### src/rtl/i2s_tx.sv
// I2S (Philips) master transmitter: PCM words arrive on a valid/ready stream into
// per-channel holding registers and are shifted out MSB first on sd_o, with ws_o framing.
module i2s_tx #(
    parameter int DATA_WIDTH = 24
) (
    input  logic                  clk,
    input  logic                  rstn,
    input  logic                  en,
    input  logic                  cfg_ch_single,
    input  logic                  cfg_ch_sel,
    input  logic                  rx_valid,
    output logic                  rx_ready,
    input  logic                  rx_ch,
    input  logic [DATA_WIDTH-1:0] rx_data,
    output logic                  ws_o,
    output logic                  sd_o,
    output logic                  underrun_o
);

    localparam int            CW       = (DATA_WIDTH > 1) ? $clog2(DATA_WIDTH) : 1;
    localparam logic [CW-1:0] BIT_LAST = CW'(DATA_WIDTH - 1);

    typedef enum logic {
        CH_LEFT  = 1'b0,
        CH_RIGHT = 1'b1
    } ch_e;

    ch_e                   ch_cnt,     ch_nxt;
    logic [CW-1:0]         bit_cnt,    bit_nxt;
    logic [DATA_WIDTH-1:0] shift,      shift_nxt;
    logic [DATA_WIDTH-1:0] hold_l,     hold_l_nxt;
    logic [DATA_WIDTH-1:0] hold_r,     hold_r_nxt;
    logic [1:0]            hold_valid, hold_valid_nxt;
    logic                  ws_nxt, sd_nxt, underrun_nxt;

    logic                  rx_drop;
    logic                  rx_accept;
    logic                  slot_active;
    logic                  cur_valid;
    logic [DATA_WIDTH-1:0] cur_word;

    // Handshake: a word transfers on a posedge where rx_valid && rx_ready. rx_ready
    // depends only on the tagged holding register (and the drop rule in single-channel
    // mode), never on the serial side, so a register drained this cycle accepts next cycle.
    always_comb begin
        rx_drop   = cfg_ch_single && (rx_ch != cfg_ch_sel);
        rx_ready  = rx_drop || !(rx_ch ? hold_valid[1] : hold_valid[0]);
        rx_accept = rx_valid && rx_ready && !rx_drop;
    end

    always_comb begin
        slot_active = !cfg_ch_single || (ch_cnt == CH_RIGHT) == cfg_ch_sel;
        cur_valid   = (ch_cnt == CH_RIGHT) ? hold_valid[1] : hold_valid[0];
        cur_word    = (ch_cnt == CH_RIGHT) ? hold_r : hold_l;
    end

    always_comb begin
        ch_nxt         = ch_cnt;
        bit_nxt        = bit_cnt;
        shift_nxt      = shift;
        hold_l_nxt     = hold_l;
        hold_r_nxt     = hold_r;
        hold_valid_nxt = hold_valid;
        ws_nxt         = 1'b0;
        sd_nxt         = 1'b0;
        underrun_nxt   = 1'b0;

        if (rx_accept) begin
            if (rx_ch) begin
                hold_r_nxt        = rx_data;
                hold_valid_nxt[1] = 1'b1;
            end else begin
                hold_l_nxt        = rx_data;
                hold_valid_nxt[0] = 1'b1;
            end
        end

        if (!en) begin
            // Park on the last bit of a dummy right slot so enabling starts a clean frame.
            ch_nxt    = CH_RIGHT;
            bit_nxt   = BIT_LAST;
            shift_nxt = '0;
        end else begin
            if (bit_cnt == BIT_LAST) begin
                bit_nxt = '0;
                ch_nxt  = (ch_cnt == CH_LEFT) ? CH_RIGHT : CH_LEFT;
            end else begin
                bit_nxt = bit_cnt + CW'(1);
            end
            // ws leads the data by one bit-clock: it flips alongside the old slot's LSB.
            ws_nxt = (ch_nxt == CH_RIGHT);

            if (bit_cnt == '0) begin
                if (!slot_active) begin
                    shift_nxt = '0;
                end else if (cur_valid) begin
                    sd_nxt    = cur_word[DATA_WIDTH-1];
                    shift_nxt = cur_word << 1;
                    if (ch_cnt == CH_RIGHT) hold_valid_nxt[1] = 1'b0;
                    else                    hold_valid_nxt[0] = 1'b0;
                end else begin
                    shift_nxt    = '0;
                    underrun_nxt = 1'b1;
                end
            end else begin
                sd_nxt    = shift[DATA_WIDTH-1];
                shift_nxt = shift << 1;
            end
        end
    end

    always_ff @(posedge clk or negedge rstn) begin
        if (!rstn) begin
            ch_cnt     <= CH_RIGHT;
            bit_cnt    <= BIT_LAST;
            shift      <= '0;
            hold_l     <= '0;
            hold_r     <= '0;
            hold_valid <= '0;
            ws_o       <= 1'b0;
            sd_o       <= 1'b0;
            underrun_o <= 1'b0;
        end else begin
            ch_cnt     <= ch_nxt;
            bit_cnt    <= bit_nxt;
            shift      <= shift_nxt;
            hold_l     <= hold_l_nxt;
            hold_r     <= hold_r_nxt;
            hold_valid <= hold_valid_nxt;
            ws_o       <= ws_nxt;
            sd_o       <= sd_nxt;
            underrun_o <= underrun_nxt;
        end
    end

endmodule
### config.mk
export PLATFORM = sky130hd
export DESIGN_NAME = i2s_tx
export DESIGN_NICKNAME = d
export VERILOG_FILES = /design/src/rtl/i2s_tx.sv
export SDC_FILE = /design/constraint.sdc
export NUM_CORES = 1
export LEC_CHECK = 0
export BUFFER_PORTS_ARGS = -buffer_cell sky130_fd_sc_hd__buf_2
export CORE_UTILIZATION = 60
export CTS_BUF_LIST = sky130_fd_sc_hd__clkbuf_16
export CTS_CLUSTER_DIAMETER = 50
export DETAILED_ROUTE_END_ITERATION = 6
export PLACE_DENSITY_LB_ADDON = 0.25
export SLEW_MARGIN = 20
export SYNTH_ARGS = -nofsm -noshare
export SYNTH_HDL_FRONTEND = slang
export SYNTH_SLANG_ARGS = --single-unit
### constraint.sdc
create_clock -name clk -period 2.8 [get_ports clk]
set_clock_uncertainty 0.1 [all_clocks]
set_input_delay 0.14 -clock clk [delete_from_list [all_inputs] [get_ports clk]]
set_output_delay 0.14 -clock clk [all_outputs]
set_load 0.02 [all_outputs]
======== Word-level counts from Yosys, hierarchy flattened ========
Index checks and enable logic that the tools add are counted.
word-level totals
  bits in registers ....................... 83
  bits in latches ......................... 0
  memory bits (writable) .................. 0
  memory bits (read-only) ................. 0
  input bits .............................. 31
  output and inout bits ................... 4
  word-level logic and storage cells ...... 55
  memories kept ........................... 0
operators by class
  add/subtract/negate cells ............... 1
  $mul .................................... 0
  divide/modulo/power cells ............... 0
  order comparisons ....................... 0
  eq/ne operators ......................... 3
  shifts and indexed selects .............. 0
  multiplexer cells ....................... 30
  bitwise operators ....................... 1
  reductions and logical operators ........ 11
operator list
  kind                 count
  $mux 24              5
  $mux 1               18
  $mux 2               5
  $mux 5               2
  $add 5x1->5 const B  1
  $eq 5x5->1 const B   1
  $logic_not 5->1      1
  $reduce_and 2->1     2
  $logic_and 1x1->1    3
  $logic_not 1->1      3
  $logic_or 1x1->1     2
  $eq 1x1->1           1
  $ne 1x1->1           1
  $not 1->1            1

======== Longest topological paths before layout ========
  word-level depth ........................ 11
  gate-level depth with buffers ........... 6
  gate-level depth less buffers ........... 5

======== Worst setup path after synthesis ========
No wires, ideal clock.
  path type ............................... flip-flop to flip-flop
  from .................................... register bit_cnt[0]
  to ...................................... register shift[3]
  library setup time ...................... 101 ps
  arrival ................................. 1398 ps
  required time ........................... 2599 ps
  setup slack ............................. 1201 ps
  stages on the path, launching flop included .. 7
  path buffers ............................ 1
  period minus slack after synthesis ...... 1599 ps
  cells stage by stage .................... dfstp_2 inv_1 ha_1 nor4b_4 nand2b_1 clkbuf_8 o32ai_1
between the ends
  cells in the longest elaborated chain, start to end .. 3
RTL lines
  what                    line  text
  from (decl)             29    logic [CW-1:0] bit_cnt, bit_nxt;
  from (signal assigned)  125   bit_cnt <= bit_nxt;
  $logic_not 5->1         93    if (bit_cnt == '0) begin
  $mux 24                 93
  $mux 24                 78    if (!en) begin
  via shift_nxt[3]        30    logic [DATA_WIDTH-1:0] shift, shift_nxt;
  to (signal assigned)    126   shift <= shift_nxt;
  to (decl)               30
The timed path passes the listed nets, and every way through them passes these cells.
A chain may end at the register's enable or synchronous reset.

======== Worst setup path in the final report ========
  from .................................... register hold_valid[0]
  to ...................................... register hold_l[12]
between the ends
  cells in the longest elaborated chain, start to end .. 6
RTL lines
  what                             line  text
  from (decl)                      33    logic [1:0] hold_valid, hold_valid_nxt;
  from (signal assigned)           129   hold_valid <= hold_valid_nxt;
  $mux 1                           47    rx_ready = rx_drop || !(rx_ch ? hold_valid[1] : hold_valid[0]);
  $logic_not 1->1                  47
  $logic_or 1x1->1                 47
  $logic_and 1x1->1 (2 in series)  48    rx_accept = rx_valid && rx_ready && !rx_drop;
  $reduce_and 2->1 (no line)       -
  to (signal assigned)             127   hold_l <= hold_l_nxt;
  to (decl)                        31    logic [DATA_WIDTH-1:0] hold_l, hold_l_nxt;
No other way between the ends.

==> impl_results.md <==
* Run status: completed
* Seq cells post-synth at 82
* Fin util at approximately 75%
* Tightest Pin Transition at 741 ps
* H-tree depth at 3
* Cells after Synth at 258
* Reg power frac at 45.3%
* CP Capture Type: flop
* ANT cells at 0
* Pins Over Slew Limit at 0
* DR iter-0 viols at 88
* Multi-input gate area at 1420 um2
* Int Power at between 2000 and 3000 uW
* Slowest cell on the critical path: nand3_2
* Most frequent cells after synthesis: dfrtp_1 (77), mux2_2 (46), inv_1 (26)
* CP Cell Sequence: nor2_1, nand3_2, mux2_2
* Yosys warning count at 0
* Fmax at between 500 and 600 MHz
* Relative slew slack at between 50% and 60%
* Die Area at approximately 6500 um2
* Number of max-cap violations at 0
* CTS tree: yes
* Die width at roughly 80 um
* Post-Syn Nets at ~290
* IO Count at 35
* Most used DFF post-synth: dfrtp_1
* Most frequent cell after synthesis: dfrtp_1
* Nets at about 350
* Initial antenna violation count at 0
* Launching element type of the critical path: flop
* PostCTS Resize Cnt at 0
* Hold_sp: cfg_ch_single
* CP peak stage delay at 600 ps
* Switching power total at around 1200 uW
* Asr flop ratio synth at 100%
* Synthesis-to-layout area growth at 20.7%
* Crit path from: hold_valid[0]
* Hold Violations, Final at 0
* Grt total ovfl at 0
* Peak supply drop at around 0.00057 V
* CP Max Fanout at 25
* Synth unique cells at 33
* Synth area leader: dfrtp_1
* Global Route Usage Sum at between 20% and 30%
* Final TNS setup at 0 ps
* P_leak at 0.00207 uW
* Synth top area share at approximately 52%
* Worst hold path class: in2reg
* Vias at 2,211
* Min cycle time layout at 1950 ps
* Number of global-route vias before repair at between 2,000 and 2,500
* Seq/Total Area, Yosys at between 50% and 60%
* Wire length per cell after detailed routing at between 15 and 20 um
* EDFF count, synth at 0
* Starting Density at between 60 and 70%
* Area taken by flip-flops and latches at ~2100 um2
* Rows at 28
* Dpl hpwl at around 3600 um
* Clock power frac at around 30%
* Period utilisation layout at 69.7%
* Antenna-violating nets left at 0
* Power Dens Cells at 922 nW/um2
* Switching share of power at 28.9%
* I/O Buffers at 34
* RSZ-0062 raised after global routing: false
* Total core area at 5920 um2
* Post-synthesis average cell area at 14.3 um2
* RR Startpoint: hold_valid[0]
* Post-Syn Area at 3680 um2
* Final setup violation count at 0
* Pre-antenna DRT Iters at 4
* Area contributors post-synth: dfrtp_1 (52%), mux2_2 (14%), o32ai_2 (8.0%)
* Largest buffer count on any clock path at 2
* Worst EP required at between 2000 and 3000 ps
* Post-Place Worst Slack at 838 ps
* WL final at 6370 um
* Filler cell count at between 300 and 400
* WP data arrival at between 2000 and 2500 ps
* CP Class: reg2reg
* Vias per cell at 5.56
* Final worst slack at 848 ps
* Clock sink total at between 80 and 90
* CTS root buffer: clkbuf_16
* GPL Wtd Cong at 0.676
* DRC viols at 0
* Die Height at approximately 80 um
* Inserted Clock Buffers at 9
* Comb power frac at about a quarter
* Pin count of the biggest net entering global routing at 83
* Global-route wire length before repair at slightly above 10,000 um
* Worst skew pair latency at ~330 ps
* Layout cells sized above 1 at ~39%
* Clock-pin transition on the worst setup and hold timing paths at 60 ps
[cell type report]
class | instances | share of cell area, %
Timing Repair Buffer | 64 | 10.5
Tap cell | 75 | 2.11
Clock buffer | 9 | 5.07
Inverter | 26 | 2.20
Clock inverter | 7 | 1.94
Multi-Input combinational cell | 135 | 31.9
Sequential cell | 82 | 46.3
[path summary, 6_finish.rpt]
check	end	cells past startpoint	slack, ps
worst max-delay path	hold_l[12]	3	850
worst min-delay path	hold_valid[1]	4	140
worst max register to register	hold_l[12]	3	850
worst min register to register	shift[20]	2	380
max in group asynchronous	hold_l[22]	2	1780
min in group asynchronous	underrun_o	2	300
[power by group through the flow]
stage	logic [uW]	registers, uW	clock network, uW
2_1_floorplan	864	1780	0
3_3_place_gp	980	1860	0
3_5_place_dp	1010	1880	0
4_1_cts	1040	1860	1230
5_1_grt	1120	1910	1280
6_report	1030	1850	1220
[cells in the final DEF (no fill, tap or decap), types with 3 or more instances in the layout]
cell type | synthesis | final
mux2_2 | 46 | 46
o32ai_2 | 18 | 18
nand2_1 | 9 | 9
dfstp_2 | 5 | 5
buf_2 | 5 | 33
nor2b_1 | 3 | 3
dlygate4sd3_1 | 0 | 26
clkbuf_16 | 0 | 9
inv_1 | 26 | 28
nand4b_1 | 3 | 3
buf_4 | 5 | 4
mux2i_1 | 24 | 24
o32ai_1 | 5 | 5
nor2_1 | 3 | 3
dfrtp_1 | 77 | 77
[timing repair]
item | 4_1_cts | 5_1_grt
buffers inserted | 0 | 0
hold buffers | 26 | 0
endpoints found under the hold margin | 126 | 0
[stage by stage]
step | power (uW) | hold slack (ps) | std cells | instance area, um2
6_report | 4100 | 142 | 398 | 4450
5_1_grt | 4310 | 148 | 398 | 4450
4_1_cts | 4130 | 139 | 398 | 4440
3_5_place_dp | 2890 | 277 | 356 | 3870
3_3_place_gp | 2840 | 274 | 356 | 3870
2_1_floorplan | 2640 | -256 | 258 | 3680
[flip-flops by register name (all words and copies together) (netlist names)]
name	cells
hold_l	24
hold_r	24
shift	23
bit_cnt	5
hold_valid	2
ch_cnt	1
sd_o	1
underrun_o	1
ws_o	1
[metal layers]
| metal | global-route usage, % | part of all wire, % | vias up |
|---|---|---|---|
| met5 | 0 | 0 | - |
| met4 | 11.3 | 1.8 | 0 |
| met3 | 3.07 | 2.8 | 9 |
| met2 | 34.7 | 48 | 45 |
| met1 | 29.1 | 47 | 1125 |
| li1 | - | - | 1032 |
[logic make-up (layout without fill, tap and decap cells)]
group / Yosys count / in the layout / share of synthesized area [%]
adders and majority gates: 2 / 2 / 0.679
buffers and inverters: 41 / 106 / 5.81
AOI/OAI and AO/OA: 28 / 28 / 10.3
xor gates and xnor gates: 4 / 4 / 0.952
muxes: 72 / 72 / 21.2
DFF: 82 / 82 / 55.9
and+or+nand+nor: 29 / 29 / 5.13
[worst max-delay path, delay by kind of cell (launching register included)]
kind             cells  cell delay, ps
multiplexers         1             520
flip-flops           1             410
AND/OR/NAND/NOR      2             790
Note: power is estimated with default switching activity, not from simulation.
